$ cat config.mk
export PLATFORM = sky130hd
export DESIGN_NAME = gemm_one_mac_accelerator
export DESIGN_NICKNAME = d
export VERILOG_FILES = /design/src/rtl/gemm_pkg.sv /design/src/rtl/gemm_mac_pe.sv /design/src/rtl/gemm_one_mac_accelerator.sv
export SDC_FILE = /design/constraint.sdc
export NUM_CORES = 1
export LEC_CHECK = 0
export BUFFER_PORTS_ARGS = -buffer_cell sky130_fd_sc_hd__buf_4
export CAP_MARGIN = 20
export CORE_MARGIN = 2
export CORE_UTILIZATION = 45
export CTS_BUF_LIST = sky130_fd_sc_hd__clkbuf_4
export CTS_CLUSTER_DIAMETER = 50
export CTS_CLUSTER_SIZE = 40
export DETAILED_ROUTE_END_ITERATION = 8
export GPL_ROUTABILITY_DRIVEN = 0
export PLACE_DENSITY = 0.66
export RECOVER_POWER = 100
export SETUP_SLACK_MARGIN = 0.4
export SLEW_MARGIN = 20
export SYNTH_ARGS = -nofsm -noshare
export SYNTH_HDL_FRONTEND = slang
export SYNTH_SLANG_ARGS = --single-unit
$ cat constraint.sdc
create_clock -name clk_i -period 8.2 [get_ports clk_i]
set_input_delay 0.41 -clock clk_i [delete_from_list [all_inputs] [get_ports clk_i]]
set_output_delay 0.41 -clock clk_i [all_outputs]
set_load 0.01 [all_outputs]
$ cat src/rtl/gemm_pkg.sv
// Shared definitions for the single-MAC GEMM engine.
//   - default widths for data, accumulator, SRAM addresses and size inputs
//   - FSM state encoding
//   - loop-counter struct holding the (m, n, k) issue position
package gemm_pkg;

    localparam int unsigned DefInDataWidth   = 8;
    localparam int unsigned DefOutDataWidth  = 32;
    localparam int unsigned DefAddrWidth     = 12;
    localparam int unsigned DefSizeAddrWidth = 8;

    typedef enum logic [1:0] {
        StIdle,
        StRun,
        StDrain,
        StDone
    } gemm_state_e;

    // One field per loop level; k is the innermost (reduction) index.
    typedef struct packed {
        logic [DefSizeAddrWidth-1:0] m;
        logic [DefSizeAddrWidth-1:0] n;
        logic [DefSizeAddrWidth-1:0] k;
    } loop_cnt_t;

endpackage

$ cat src/rtl/gemm_mac_pe.sv
// Signed multiply-accumulate element.
// Ports:
//   clk_i, rst_i  clock and synchronous active-high reset
//   valid_i       a/b operands are live this cycle; accumulator updates
//   first_i       first term of a dot product: accumulate onto zero
//   a_i, b_i      signed operands
//   sum_o         combinational running sum including this cycle's product
module gemm_mac_pe #(
    parameter int unsigned InDataWidth  = 8,
    parameter int unsigned OutDataWidth = 32
) (
    input  logic                    clk_i,
    input  logic                    rst_i,
    input  logic                    valid_i,
    input  logic                    first_i,
    input  logic [InDataWidth-1:0]  a_i,
    input  logic [InDataWidth-1:0]  b_i,
    output logic [OutDataWidth-1:0] sum_o
);

    localparam int unsigned ProdWidth = 2 * InDataWidth;

    logic signed [ProdWidth-1:0]    prod;
    logic        [OutDataWidth-1:0] prod_ext;
    logic        [OutDataWidth-1:0] acc_base;
    logic        [OutDataWidth-1:0] sum;
    logic        [OutDataWidth-1:0] acc_q;

    always_comb begin
        prod     = $signed(a_i) * $signed(b_i);
        prod_ext = {{(OutDataWidth - ProdWidth){prod[ProdWidth-1]}}, prod};
        // Clearing on the first term avoids a separate clear cycle between outputs.
        acc_base = first_i ? '0 : acc_q;
        // Two's complement: unsigned add wraps identically to signed add.
        sum      = acc_base + prod_ext;
    end

    always_ff @(posedge clk_i) begin
        if (rst_i) begin
            acc_q <= '0;
        end else if (valid_i) begin
            acc_q <= sum;
        end
    end

    assign sum_o = sum;

endmodule

$ cat src/rtl/gemm_one_mac_accelerator.sv
// Single-MAC integer GEMM engine: C[M][N] = A[M][K] * B[K][N], row-major SRAMs.
// Issues one (m, n, k) triple per cycle, accumulates across k and writes each C
// element once when its last k term arrives.
// Ports:
//   clk_i, rst_i                 clock, synchronous active-high reset
//   start_i                      start pulse, honoured only in idle
//   M_size_i, K_size_i, N_size_i matrix sizes, latched on accepted start
//   sram_a_addr_o, sram_a_rdata_i  A read port (data one cycle after address)
//   sram_b_addr_o, sram_b_rdata_i  B read port (data one cycle after address)
//   sram_c_addr_o, sram_c_wdata_o, sram_c_we_o  C write port
//   done_o                       one-cycle pulse after the last C write
module gemm_one_mac_accelerator
    import gemm_pkg::*;
#(
    parameter int unsigned InDataWidth   = DefInDataWidth,
    parameter int unsigned OutDataWidth  = DefOutDataWidth,
    parameter int unsigned AddrWidth     = DefAddrWidth,
    parameter int unsigned SizeAddrWidth = DefSizeAddrWidth
) (
    input  logic                     clk_i,
    input  logic                     rst_i,
    input  logic                     start_i,
    input  logic [SizeAddrWidth-1:0] M_size_i,
    input  logic [SizeAddrWidth-1:0] K_size_i,
    input  logic [SizeAddrWidth-1:0] N_size_i,
    output logic [AddrWidth-1:0]     sram_a_addr_o,
    output logic [AddrWidth-1:0]     sram_b_addr_o,
    output logic [AddrWidth-1:0]     sram_c_addr_o,
    input  logic [InDataWidth-1:0]   sram_a_rdata_i,
    input  logic [InDataWidth-1:0]   sram_b_rdata_i,
    output logic [OutDataWidth-1:0]  sram_c_wdata_o,
    output logic                     sram_c_we_o,
    output logic                     done_o
);

    // The loop-counter struct is sized by the package, so the size width is fixed to it.
    if (SizeAddrWidth != DefSizeAddrWidth) begin : g_size_width_check
        $error("SizeAddrWidth must equal gemm_pkg::DefSizeAddrWidth");
    end

    // Wide enough for m*K + k without overflow before truncation to AddrWidth.
    localparam int unsigned FullAddrWidth = 2 * SizeAddrWidth + 1;

    gemm_state_e              state_q;
    logic [SizeAddrWidth-1:0] m_size_q;
    logic [SizeAddrWidth-1:0] k_size_q;
    logic [SizeAddrWidth-1:0] n_size_q;
    loop_cnt_t                cnt_q;

    // Issue tags delayed one cycle to line up with the registered SRAM reads.
    logic                     vld_q;
    logic                     first_q;
    logic                     last_q;
    logic [SizeAddrWidth-1:0] tag_m_q;
    logic [SizeAddrWidth-1:0] tag_n_q;

    logic                     k_last;
    logic                     n_last;
    logic                     m_last;
    logic                     any_size_zero;

    logic [FullAddrWidth-1:0] a_addr_full;
    logic [FullAddrWidth-1:0] b_addr_full;
    logic [FullAddrWidth-1:0] c_addr_full;
    logic [OutDataWidth-1:0]  mac_sum;
    logic                     c_we;

    always_comb begin
        k_last        = (cnt_q.k == k_size_q - SizeAddrWidth'(1));
        n_last        = (cnt_q.n == n_size_q - SizeAddrWidth'(1));
        m_last        = (cnt_q.m == m_size_q - SizeAddrWidth'(1));
        any_size_zero = (M_size_i == '0) || (K_size_i == '0) || (N_size_i == '0);
    end

    always_ff @(posedge clk_i) begin
        if (rst_i) begin
            state_q  <= StIdle;
            m_size_q <= '0;
            k_size_q <= '0;
            n_size_q <= '0;
            cnt_q    <= '0;
            vld_q    <= 1'b0;
            first_q  <= 1'b0;
            last_q   <= 1'b0;
            tag_m_q  <= '0;
            tag_n_q  <= '0;
        end else begin
            vld_q   <= (state_q == StRun);
            first_q <= (cnt_q.k == '0);
            last_q  <= k_last;
            tag_m_q <= cnt_q.m;
            tag_n_q <= cnt_q.n;

            unique case (state_q)
                StIdle: begin
                    if (start_i) begin
                        m_size_q <= M_size_i;
                        k_size_q <= K_size_i;
                        n_size_q <= N_size_i;
                        cnt_q    <= '0;
                        state_q  <= any_size_zero ? StDone : StRun;
                    end
                end
                StRun: begin
                    if (!k_last) begin
                        cnt_q.k <= cnt_q.k + SizeAddrWidth'(1);
                    end else begin
                        cnt_q.k <= '0;
                        if (!n_last) begin
                            cnt_q.n <= cnt_q.n + SizeAddrWidth'(1);
                        end else begin
                            cnt_q.n <= '0;
                            if (!m_last) begin
                                cnt_q.m <= cnt_q.m + SizeAddrWidth'(1);
                            end else begin
                                cnt_q.m <= '0;
                                state_q <= StDrain;
                            end
                        end
                    end
                end
                StDrain: state_q <= StDone;
                StDone:  state_q <= StIdle;
                default: state_q <= StIdle;
            endcase
        end
    end

    always_comb begin
        a_addr_full = FullAddrWidth'(cnt_q.m) * FullAddrWidth'(k_size_q)
                    + FullAddrWidth'(cnt_q.k);
        b_addr_full = FullAddrWidth'(cnt_q.k) * FullAddrWidth'(n_size_q)
                    + FullAddrWidth'(cnt_q.n);
        c_addr_full = FullAddrWidth'(tag_m_q) * FullAddrWidth'(n_size_q)
                    + FullAddrWidth'(tag_n_q);
    end

    gemm_mac_pe #(
        .InDataWidth  (InDataWidth),
        .OutDataWidth (OutDataWidth)
    ) u_mac_pe (
        .clk_i   (clk_i),
        .rst_i   (rst_i),
        .valid_i (vld_q),
        .first_i (first_q),
        .a_i     (sram_a_rdata_i),
        .b_i     (sram_b_rdata_i),
        .sum_o   (mac_sum)
    );

    assign c_we           = vld_q & last_q;
    assign sram_a_addr_o  = AddrWidth'(a_addr_full);
    assign sram_b_addr_o  = AddrWidth'(b_addr_full);
    // C address and data are held at zero outside write cycles.
    assign sram_c_addr_o  = c_we ? AddrWidth'(c_addr_full) : '0;
    assign sram_c_wdata_o = c_we ? mac_sum : '0;
    assign sram_c_we_o    = c_we;
    assign done_o         = (state_q == StDone);

endmodule

==> results of run 1 <==
[power by group]
part	internal, uW	switching [uW]	leakage [uW]
Sequential	570	108	0.000821
Clock	73.1	205	0.0000794
Combinational	1460	2150	0.00653
Total	2100	2460	0.00743
[layout make-up]
cell class / count / area [sq um]
tap: 442 / 553
inverter: 305 / 1140
clock inverter: 7 / 83.8
clock buffer: 9 / 67.6
antenna: 1 / 2.50
sequential: 101 / 2020
multi-input combinational: 1347 / 11400
fill: 3176 / 16400
timing repair buffer: 131 / 792
[sequential cells by signal, indices dropped and copies added, names as in the netlist]
| name | flops |
|---|---|
| cnt_q | 24 |
| first_q | 1 |
| k_size_q | 8 |
| last_q | 1 |
| m_size_q | 8 |
| n_size_q | 8 |
| state_q | 2 |
| tag_m_q | 8 |
| tag_n_q | 8 |
| u_mac_pe.acc_q | 32 |
| vld_q | 1 |
[routing by layer]
layer	GRT usage	part of all wire
met1	0.299	0.48
met3	0.0212	0.043
met5	0	0
met2	0.355	0.46
met4	0.0483	0.015
[repair_timing]
action | CTS | global route
buffers inserted | 0 | 5
hold buffers | 0 | 0
setup endpoints to repair | 0 | 7
gates resized for setup | 0 | 12
[placed cells by master, fill, tap and decap left out, types with 12 or more instances in the layout]
master / count
inv_1: 304
nand2_1: 228
fa_1: 173
ha_1: 137
nor2_1: 120
and2_1: 118
dfxtp_1: 101
xnor2_1: 97
a21oi_1: 87
buf_4: 77
clkbuf_1: 53
o21ai_0: 39
nor2b_1: 36
xor2_1: 36
nor3_1: 25
a21o_1: 21
nand3_1: 17
o21bai_1: 14
nor4_1: 14
and3_1: 13
and2_0: 12
a211oi_1: 12
mux2i_1: 12
[kinds of logic (layout without fill, tap and decap cells)]
kind of cell | Yosys count | after routing | synth area share
buffers and inverters | 379 | 452 | 0.0965
other | 0 | 1 | 0
AOI/OAI and AO/OA | 250 | 250 | 0.110
adders and majority gates | 310 | 310 | 0.350
and+or+nand+nor | 630 | 630 | 0.208
muxes | 18 | 18 | 0.0126
xor gates and xnor gates | 139 | 139 | 0.0869
DFF | 101 | 101 | 0.137
[critical path: cells and delay by family]
| family | cells | cell delay [ns] |
|---|---|---|
| AO/OA/AOI/OAI | 9 | 2.10 |
| multiplexers | 1 | 0.29 |
| XOR/XNOR | 2 | 0.33 |
| AND/OR/NAND/NOR | 4 | 0.72 |
| buffers and inverters | 7 | 0.65 |
| adder cells (fa/ha/maj) | 6 | 2.73 |
[per-stage QoR]
step	hold slack (ns)	cell area (sq um)	power, uW	instances
finish	0.118	16100	4560	2343
global placement	0.435	16000	4080	2321
floorplan	0.427	14800	3370	1827
CTS	0.0896	16200	4450	2337
detailed placement	0.439	16000	4140	2321
global route	0.103	16100	5030	2343
[path summary, 6_finish.rpt]
kind / to / cells after the start / start
max: sram_c_wdata_o[28] / 29 / sram_a_rdata_i[5]
min: n_size_q[3]$_SDFFE_PP0P_ / 3 / N_size_i[3]
max reg2reg: u_mac_pe.acc_q[31]$_SDFFE_PP0P_ / 14 / first_q$_SDFF_PP0_
min reg2reg: u_mac_pe.acc_q[17]$_SDFFE_PP0P_ / 2 / u_mac_pe.acc_q[17]$_SDFFE_PP0P_
==> flow_summary.json, run 1 <==
{
  "rows": 66,
  "yosysTopAreaCell": "fa_1",
  "numPortBuffers": 112,
  "ctsHtreeMaxLevel": 3,
  "grt_pass1_wl_um": 59400,
  "final_max_slew_viol_count": 165,
  "violations": "max-capacitance violations, max-slew violations",
  "fin_crit_sh": 0.932,
  "cts-root-buf": "clkbuf_4",
  "cp_slowest_stage_delay_ns": 0.56,
  "ys_types": 77,
  "route.antenna.remaining_nets": 0,
  "netlist_top_cells_count": "304 x inv_1, 228 x nand2_1, 173 x fa_1",
  "drt_iter0_drc": 660,
  "fin_ws_ns": 0.559,
  "critPathKind": "in -> out",
  "synth_area_sq_mm": 0.0148,
  "ys_ff_latch": 101,
  "yosys_most_used_dff": "dfxtp_1",
  "nNetsFinal": 2248,
  "p_per_area_mw_per_mm2": 284,
  "grt_pass1_vias": 12142,
  "fmax_mhz": 131,
  "dieArea_sq_mm": 0.0344,
  "dr.pass1.iters": 5,
  "outcome": "complete, but fails checks",
  "netlist.area_leader.share": 0.234,
  "vias_per_cell": 5.15,
  "drive_gt1_frac": 0.0668,
  "initial_core_util": 0.456,
  "finalSetupViolCount": 0,
  "ir_drop_v": 0.000333,
  "ys_seq_area_frac": 0.137,
  "pin_count": 113,
  "min_path_type": "in -> reg",
  "place_hpwl_um": 27700,
  "avgSynthCellArea_sq_um": 8.10,
  "chipHeight_um": 185,
  "crit_arrival_ns": 7.23,
  "via_count": 12072,
  "grt_max_degree": 52,
  "antenna_found_initial": 1,
  "drv_cap": 4,
  "path_clk_slew_ns": 0.19,
  "synth_edf_count": 0,
  "synth_top_cells_by_area": "fa_1 23%, dfxtp_1 14%, ha_1 12%",
  "cp_slowest_cell": "fa_1",
  "cts.sinks": 101,
  "place_ws_ns": 0.576,
  "cp-end-kind": "output port",
  "grt_use_total": 0.213,
  "synth_fp_nets": 2180,
  "worstMarginPinSlew_ns": 2.51,
  "yosysWarnings": 0,
  "rsz0062_at_grt": "no",
  "crit_path_max_fanout": 8,
  "cp.required_ns": 7.79,
  "final-hold-violation-count": 0,
  "area_growth_syn_to_layout_pct": 8.54,
  "async_reset_ff_frac": 0,
  "fin_skew_ns": 0.0279,
  "power_leakage_uw": 0.00743,
  "clock_latency_ns": 0.52,
  "cp-start-kind": "input pin",
  "tns_ns": 0,
  "synth_cells": 1827,
  "r2r_slack_ns": 2.95,
  "drc": 0,
  "final_util": 0.495,
  "cts_tree": "yes",
  "min_period_ns": 7.64,
  "wl_um": 35200,
  "gr-total-overflow": 0,
  "core_sq_mm": 0.0325,
  "cts_buffer_depth": 2,
  "yosysMostFrequentCell": "inv_1",
  "wl_per_cell_um": 15.0,
  "slew_headroom": -0.676,
  "cts_made_buffers": 9,
  "die_w_um": 185
}
No activity file was read; power rests on OpenSTA's default activity.
==> run 2: changes to the inputs <==
--- a/config.mk
+++ b/config.mk
@@ -7,6 +7,8 @@
 export LEC_CHECK = 0
 export BUFFER_PORTS_ARGS = -buffer_cell sky130_fd_sc_hd__buf_4
 export CAP_MARGIN = 20
+export CELL_PAD_IN_SITES_DETAIL_PLACEMENT = 1
+export CELL_PAD_IN_SITES_GLOBAL_PLACEMENT = 1
 export CORE_MARGIN = 2
 export CORE_UTILIZATION = 45
 export CTS_BUF_LIST = sky130_fd_sc_hd__clkbuf_4
@@ -14,7 +16,7 @@
 export CTS_CLUSTER_SIZE = 40
 export DETAILED_ROUTE_END_ITERATION = 8
 export GPL_ROUTABILITY_DRIVEN = 0
-export PLACE_DENSITY = 0.66
+export PLACE_DENSITY = 0.82
 export RECOVER_POWER = 100
 export SETUP_SLACK_MARGIN = 0.4
 export SLEW_MARGIN = 20
==> flow_summary.json, run 2 (synthesis results as in run 1) <==
{
  "outcome": "complete, but fails checks",
  "violations": "max-capacitance violations, max-slew violations",
  "regArea_sq_mm": 0.00202,
  "core_sq_mm": 0.0325,
  "antenna_found_initial": 1,
  "cts_tree": "yes",
  "die_w_um": 185,
  "crit_path_max_fanout": 8,
  "dr.pass1.iters": 5,
  "crit_arrival_ns": 7.27,
  "grt_max_degree": 72,
  "most-common-layout-cells": "304 x inv_1, 228 x nand2_1, 173 x fa_1, 136 x ha_1, 122 x and2_1",
  "top_register": "u_mac_pe.acc_q",
  "grt_use_total": 0.249,
  "initial_core_util": 0.456,
  "cp-start-kind": "input pin",
  "largest_reg_flops": 32,
  "cts_made_buffers": 9,
  "power_leakage_uw": 0.00745,
  "dieArea_sq_mm": 0.0344,
  "final_common_cell": "inv_1",
  "fin_cells": 2343,
  "gr-total-overflow": 0,
  "drt_iter0_drc": 525,
  "cp-end-kind": "output port",
  "cts_buffer_depth": 2,
  "rsz0062_at_grt": "no",
  "fillers": 4007,
  "critPathKind": "in -> out",
  "multi_input_area_sq_mm": 0.0114,
  "cp_slowest_cell": "fa_1",
  "drv_cap": 3,
  "vias_per_cell": 5.34,
  "worstMarginPinSlew_ns": 3.64,
  "largestRegisters": "u_mac_pe.acc_q (32), cnt_q (24)",
  "place_hpwl_um": 32900,
  "fmax_mhz": 130,
  "numPortBuffers": 112,
  "p_per_area_mw_per_mm2": 297,
  "cp_num_buf_inv": 6,
  "drc": 0,
  "nNetsFinal": 2248,
  "placed_cells": 2319,
  "fin_crit_sh": 0.936,
  "pin_count": 113,
  "slew_headroom": -1.42,
  "grt_pass1_vias": 13729,
  "cts-root-buf": "clkbuf_4",
  "path_clk_slew_ns": 0.19,
  "wl_per_cell_um": 17.6,
  "final-hold-violation-count": 0,
  "final_util": 0.496,
  "final_max_slew_viol_count": 157,
  "tns_ns": 0,
  "chipHeight_um": 185,
  "via_count": 12506,
  "area_growth_syn_to_layout_pct": 8.76,
  "rows": 66,
  "min_period_ns": 7.68,
  "finalSetupViolCount": 0,
  "drive_gt1_frac": 0.0716,
  "cp_top_family": "adder cells",
  "grt_pass1_wl_um": 68400,
  "cp.required_ns": 7.79,
  "cts.sinks": 101,
  "cp_slowest_stage_delay_ns": 0.58,
  "wl_um": 41300,
  "clock_latency_ns": 0.54,
  "ir_drop_v": 0.000249,
  "route.antenna.remaining_nets": 0,
  "fin_skew_ns": 0.0335,
  "ctsHtreeMaxLevel": 3,
  "min_path_type": "in -> reg"
}
==> run 2: changes by cell type in the layout (fill, tap and decap cells not counted), moves of 4 or more <==
cell,previous run,this run
clkbuf_1,53,47
and2_1,118,122
and2_0,12,8
buf_4,77,83
==> run 2: tightest hold or removal path, cell delays in order <==
cell and delay [ns]:
buf_4 0.11, nand2_1 0.05, a21oi_1 0.05
==> run 2: per-layer routing <==
layer / GRT usage / vias up / wire [um]
met5: 0 / - / 0
met4: 0.0670 / 0 / 830
met3: 0.0248 / 55 / 1360
met2: 0.446 / 238 / 20700
met1: 0.319 / 6313 / 18300
li1: - / 5900 / -
==> run 2: area by class of cell <==
| type | instances | area share |
|---|---|---|
| Multi-Input combinational cell | 1347 | 0.710 |
| Tap cell | 442 | 0.0344 |
| Inverter | 305 | 0.0711 |
| Clock buffer | 9 | 0.00420 |
| Sequential cell | 101 | 0.126 |
| Timing Repair Buffer | 131 | 0.0506 |
| Clock inverter | 7 | 0.00428 |
| Antenna cell | 1 | 0.000155 |
==> run 2: per-stage QoR <==
step	setup slack [ns]	instance area, sq um	hold WS [ns]	power [uW]
2_1_floorplan	1.02	14800	0.427	3370
3_3_place_gp	0.374	16000	0.434	4070
3_5_place_dp	0.0409	16000	0.447	4240
4_1_cts	0.421	16100	0.0260	4580
5_1_grt	0.119	16100	0.0826	5200
6_report	0.525	16100	0.109	4780
==> run 2: what timing repair did <==
item | CTS | global route
resized for setup | 0 | 17
cloned | 0 | 0
pin swaps | 1 | 7
endpoints found under the setup margin | 8 | 8
hold buffers | 0 | 0
setup buffers | 1 | 6
==> run 2: final timing paths <==
kind / start / endpoint / slack [ns] / cells after the start
min reg2reg: u_mac_pe.acc_q[17]$_SDFFE_PP0P_ / u_mac_pe.acc_q[17]$_SDFFE_PP0P_ / 0.47 / 2
min: K_size_i[3] / k_size_q[3]$_SDFFE_PP0P_ / 0.11 / 3
max: sram_a_rdata_i[5] / sram_c_wdata_o[28] / 0.52 / 31
max reg2reg: first_q$_SDFF_PP0_ / u_mac_pe.acc_q[31]$_SDFFE_PP0P_ / 2.72 / 13
==> run 2: power breakdown <==
| group | internal, uW | switching (uW) |
|---|---|---|
| clock | 68.8 | 213 |
| sequential | 570 | 116 |
| combinational | 1510 | 2300 |
| total | 2150 | 2630 |
==> run 3: changes to the inputs <==
--- a/config.mk
+++ b/config.mk
@@ -5,6 +5,7 @@
 export SDC_FILE = /design/constraint.sdc
 export NUM_CORES = 1
 export LEC_CHECK = 0
+export ABC_AREA = 1
 export BUFFER_PORTS_ARGS = -buffer_cell sky130_fd_sc_hd__buf_4
 export CAP_MARGIN = 20
 export CELL_PAD_IN_SITES_DETAIL_PLACEMENT = 1
@@ -16,7 +17,7 @@
 export CTS_CLUSTER_SIZE = 40
 export DETAILED_ROUTE_END_ITERATION = 8
 export GPL_ROUTABILITY_DRIVEN = 0
-export PLACE_DENSITY = 0.82
+export PLACE_DENSITY = 0.85
 export RECOVER_POWER = 100
 export SETUP_SLACK_MARGIN = 0.4
 export SLEW_MARGIN = 20
==> flow_summary.json, run 3 <==
{
  "netlist_top_cells_count": "522 x inv_1, 447 x nand2_1, 182 x nor2_1",
  "cts-root-buf": "clkbuf_4",
  "cts_made_buffers": 9,
  "power_frac_seq": 0.185,
  "power_frac_comb": 0.747,
  "ir_drop_v": 0.000195,
  "ys_seq_area_frac": 0.133,
  "yosys_most_used_dff": "dfxtp_1",
  "vias_per_cell": 5.04,
  "regArea_sq_mm": 0.00202,
  "yosysMostFrequentCell": "inv_1",
  "placed_cells": 2640,
  "place_area_sq_mm": 0.0162,
  "clkPwrFrac": 0.068,
  "cp_slowest_cell": "fa_1",
  "fin_ws_ns": 0.769,
  "path_common_cell": "nand2_1",
  "synth_top_cells_by_area": "fa_1 23%, dfxtp_1 13%, inv_1 13%",
  "largestRegisters": "u_mac_pe.acc_q (32), cnt_q (24)",
  "dieArea_sq_mm": 0.0352,
  "most-common-layout-cells": "523 x inv_1, 450 x nand2_1, 183 x nor2_1, 173 x fa_1, 137 x ha_1",
  "grt_pass1_wl_um": 71800,
  "gr-total-overflow": 0,
  "postCtsSetupBuffers": 0,
  "final_common_cell": "inv_1",
  "drc": 0,
  "fillers": 4498,
  "area_growth_syn_to_layout_pct": 5.80,
  "power_leakage_uw": 0.00866,
  "grt_use_total": 0.247,
  "synth_edf_count": 0,
  "critPathKind": "in -> out",
  "slew_headroom": -0.894,
  "fin_crit_sh": 0.906,
  "initial_core_util": 0.454,
  "via_count": 13397,
  "switching_share": 0.590,
  "fin_skew_ns": 0.0321,
  "ctsHtreeMaxLevel": 3,
  "pin_count": 113,
  "drive_gt1_frac": 0.0566,
  "violations": "max-capacitance violations, max-slew violations",
  "internal_power_uw": 1650,
  "final-hold-violation-count": 0,
  "min_period_ns": 7.43,
  "netlist.area_leader.share": 0.229,
  "clock_latency_ns": 0.54,
  "wl_um": 41600,
  "numPortBuffers": 112,
  "rows": 67,
  "final_cell_area_sq_mm": 0.0160,
  "cts_tree": "yes",
  "rsz0062_at_grt": "no",
  "fmax_mhz": 135,
  "path_clk_slew_ns": 0.19,
  "drv_cap": 3,
  "multi_input_area_sq_mm": 0.0107,
  "chipHeight_um": 188,
  "final_max_slew_viol_count": 133,
  "wl_per_cell_um": 15.6,
  "cp-end-kind": "output port",
  "synth_area_sq_mm": 0.0152,
  "crit_arrival_ns": 7.02,
  "finalSetupViolCount": 0,
  "ys_ff_latch": 101,
  "nNetsFinal": 2556,
  "place_ws_ns": 1.24,
  "drt_iter0_drc": 570,
  "cp-start-kind": "input pin",
  "yosysWarnings": 0,
  "route.antenna.remaining_nets": 0,
  "synth_cells": 2162,
  "tns_ns": 0,
  "min_path_type": "in -> reg",
  "grt_max_degree": 55,
  "place_hpwl_um": 34400,
  "crit_path_max_fanout": 21,
  "dr.pass1.iters": 5,
  "fin_cells": 2657,
  "cp_slowest_stage_delay_ns": 0.53,
  "p_per_area_mw_per_mm2": 251,
  "outcome": "complete, but fails checks",
  "synth_fp_nets": 2515,
  "yosysTopAreaCell": "fa_1",
  "avgSynthCellArea_sq_um": 7.01,
  "grt_pass1_vias": 15079,
  "async_reset_ff_frac": 0,
  "ys_types": 52,
  "cts_buffer_depth": 2,
  "antenna_found_initial": 1,
  "core_sq_mm": 0.0334,
  "switchingPower_uw": 2370,
  "holdBufCountCts": 0,
  "cts.sinks": 101,
  "largest_reg_flops": 32,
  "die_w_um": 188,
  "top_register": "u_mac_pe.acc_q",
  "cts_resized": 0,
  "cp.required_ns": 7.79,
  "total_power_uw": 4020,
  "worstMarginPinSlew_ns": 2.84
}
## run 3: final cells by class
cell class | instances | share of cell area
clock buffer | 9 | 0.00421
antenna | 1 | 0.000156
sequential | 101 | 0.126
inverter | 535 | 0.125
tap | 448 | 0.0350
clock inverter | 7 | 0.00421
multi-input combinational | 1437 | 0.667
timing repair buffer | 119 | 0.0382
## run 3: cells by family after synthesis
group | after synthesis | synth area share
AND/OR/NAND/NOR | 791 | 0.226
buffers and inverters | 624 | 0.158
adder cells (fa/ha/maj) | 310 | 0.342
AO/OA/AOI/OAI | 238 | 0.0837
flip-flops | 101 | 0.133
XOR/XNOR | 98 | 0.0566
## run 3: power groups by stage
stage | combinational, uW | sequential, uW | clock (uW)
finish | 3000 | 743 | 275
global route | 3390 | 758 | 300
CTS | 3030 | 740 | 282
detailed placement | 3020 | 751 | 0
global placement | 2870 | 745 | 0
floorplan | 2410 | 631 | 0
## run 3: worst paths after layout
kind / start / end / slack (ns) / cells past startpoint
min: N_size_i[7] / n_size_q[7]$_SDFFE_PP0P_ / 0.12 / 3
max: sram_b_rdata_i[7] / sram_c_wdata_o[24] / 0.77 / 31
max reg2reg: first_q$_SDFF_PP0_ / u_mac_pe.acc_q[22]$_SDFFE_PP0P_ / 3.48 / 18
min reg2reg: u_mac_pe.acc_q[23]$_SDFFE_PP0P_ / u_mac_pe.acc_q[23]$_SDFFE_PP0P_ / 0.48 / 2
## run 3: worst max-delay path, delay by kind of cell
kind	cells	cell delay, ns
and+or+nand+nor	14	2.28
AOI/OAI and AO/OA	5	0.89
adders and majority gates	6	2.80
buffers and inverters	6	0.61
## run 3: routing by layer
metal | routed length (um) | GRT usage | vias to the layer above
met2 | 21400 | 0.467 | 233
met3 | 1350 | 0.0296 | 67
met5 | 0 | 0 | -
met4 | 699 | 0.0627 | 0
met1 | 18100 | 0.296 | 6584
li1 | - | - | 6513
## run 3: per-stage QoR
stage / hold slack, ns / util
3_3_place_gp: 0.449 / 0.486
4_1_cts: 0.0979 / 0.490
6_report: 0.125 / 0.481
2_1_floorplan: 0.440 / -
5_1_grt: 0.115 / 0.481
3_5_place_dp: 0.461 / 0.486
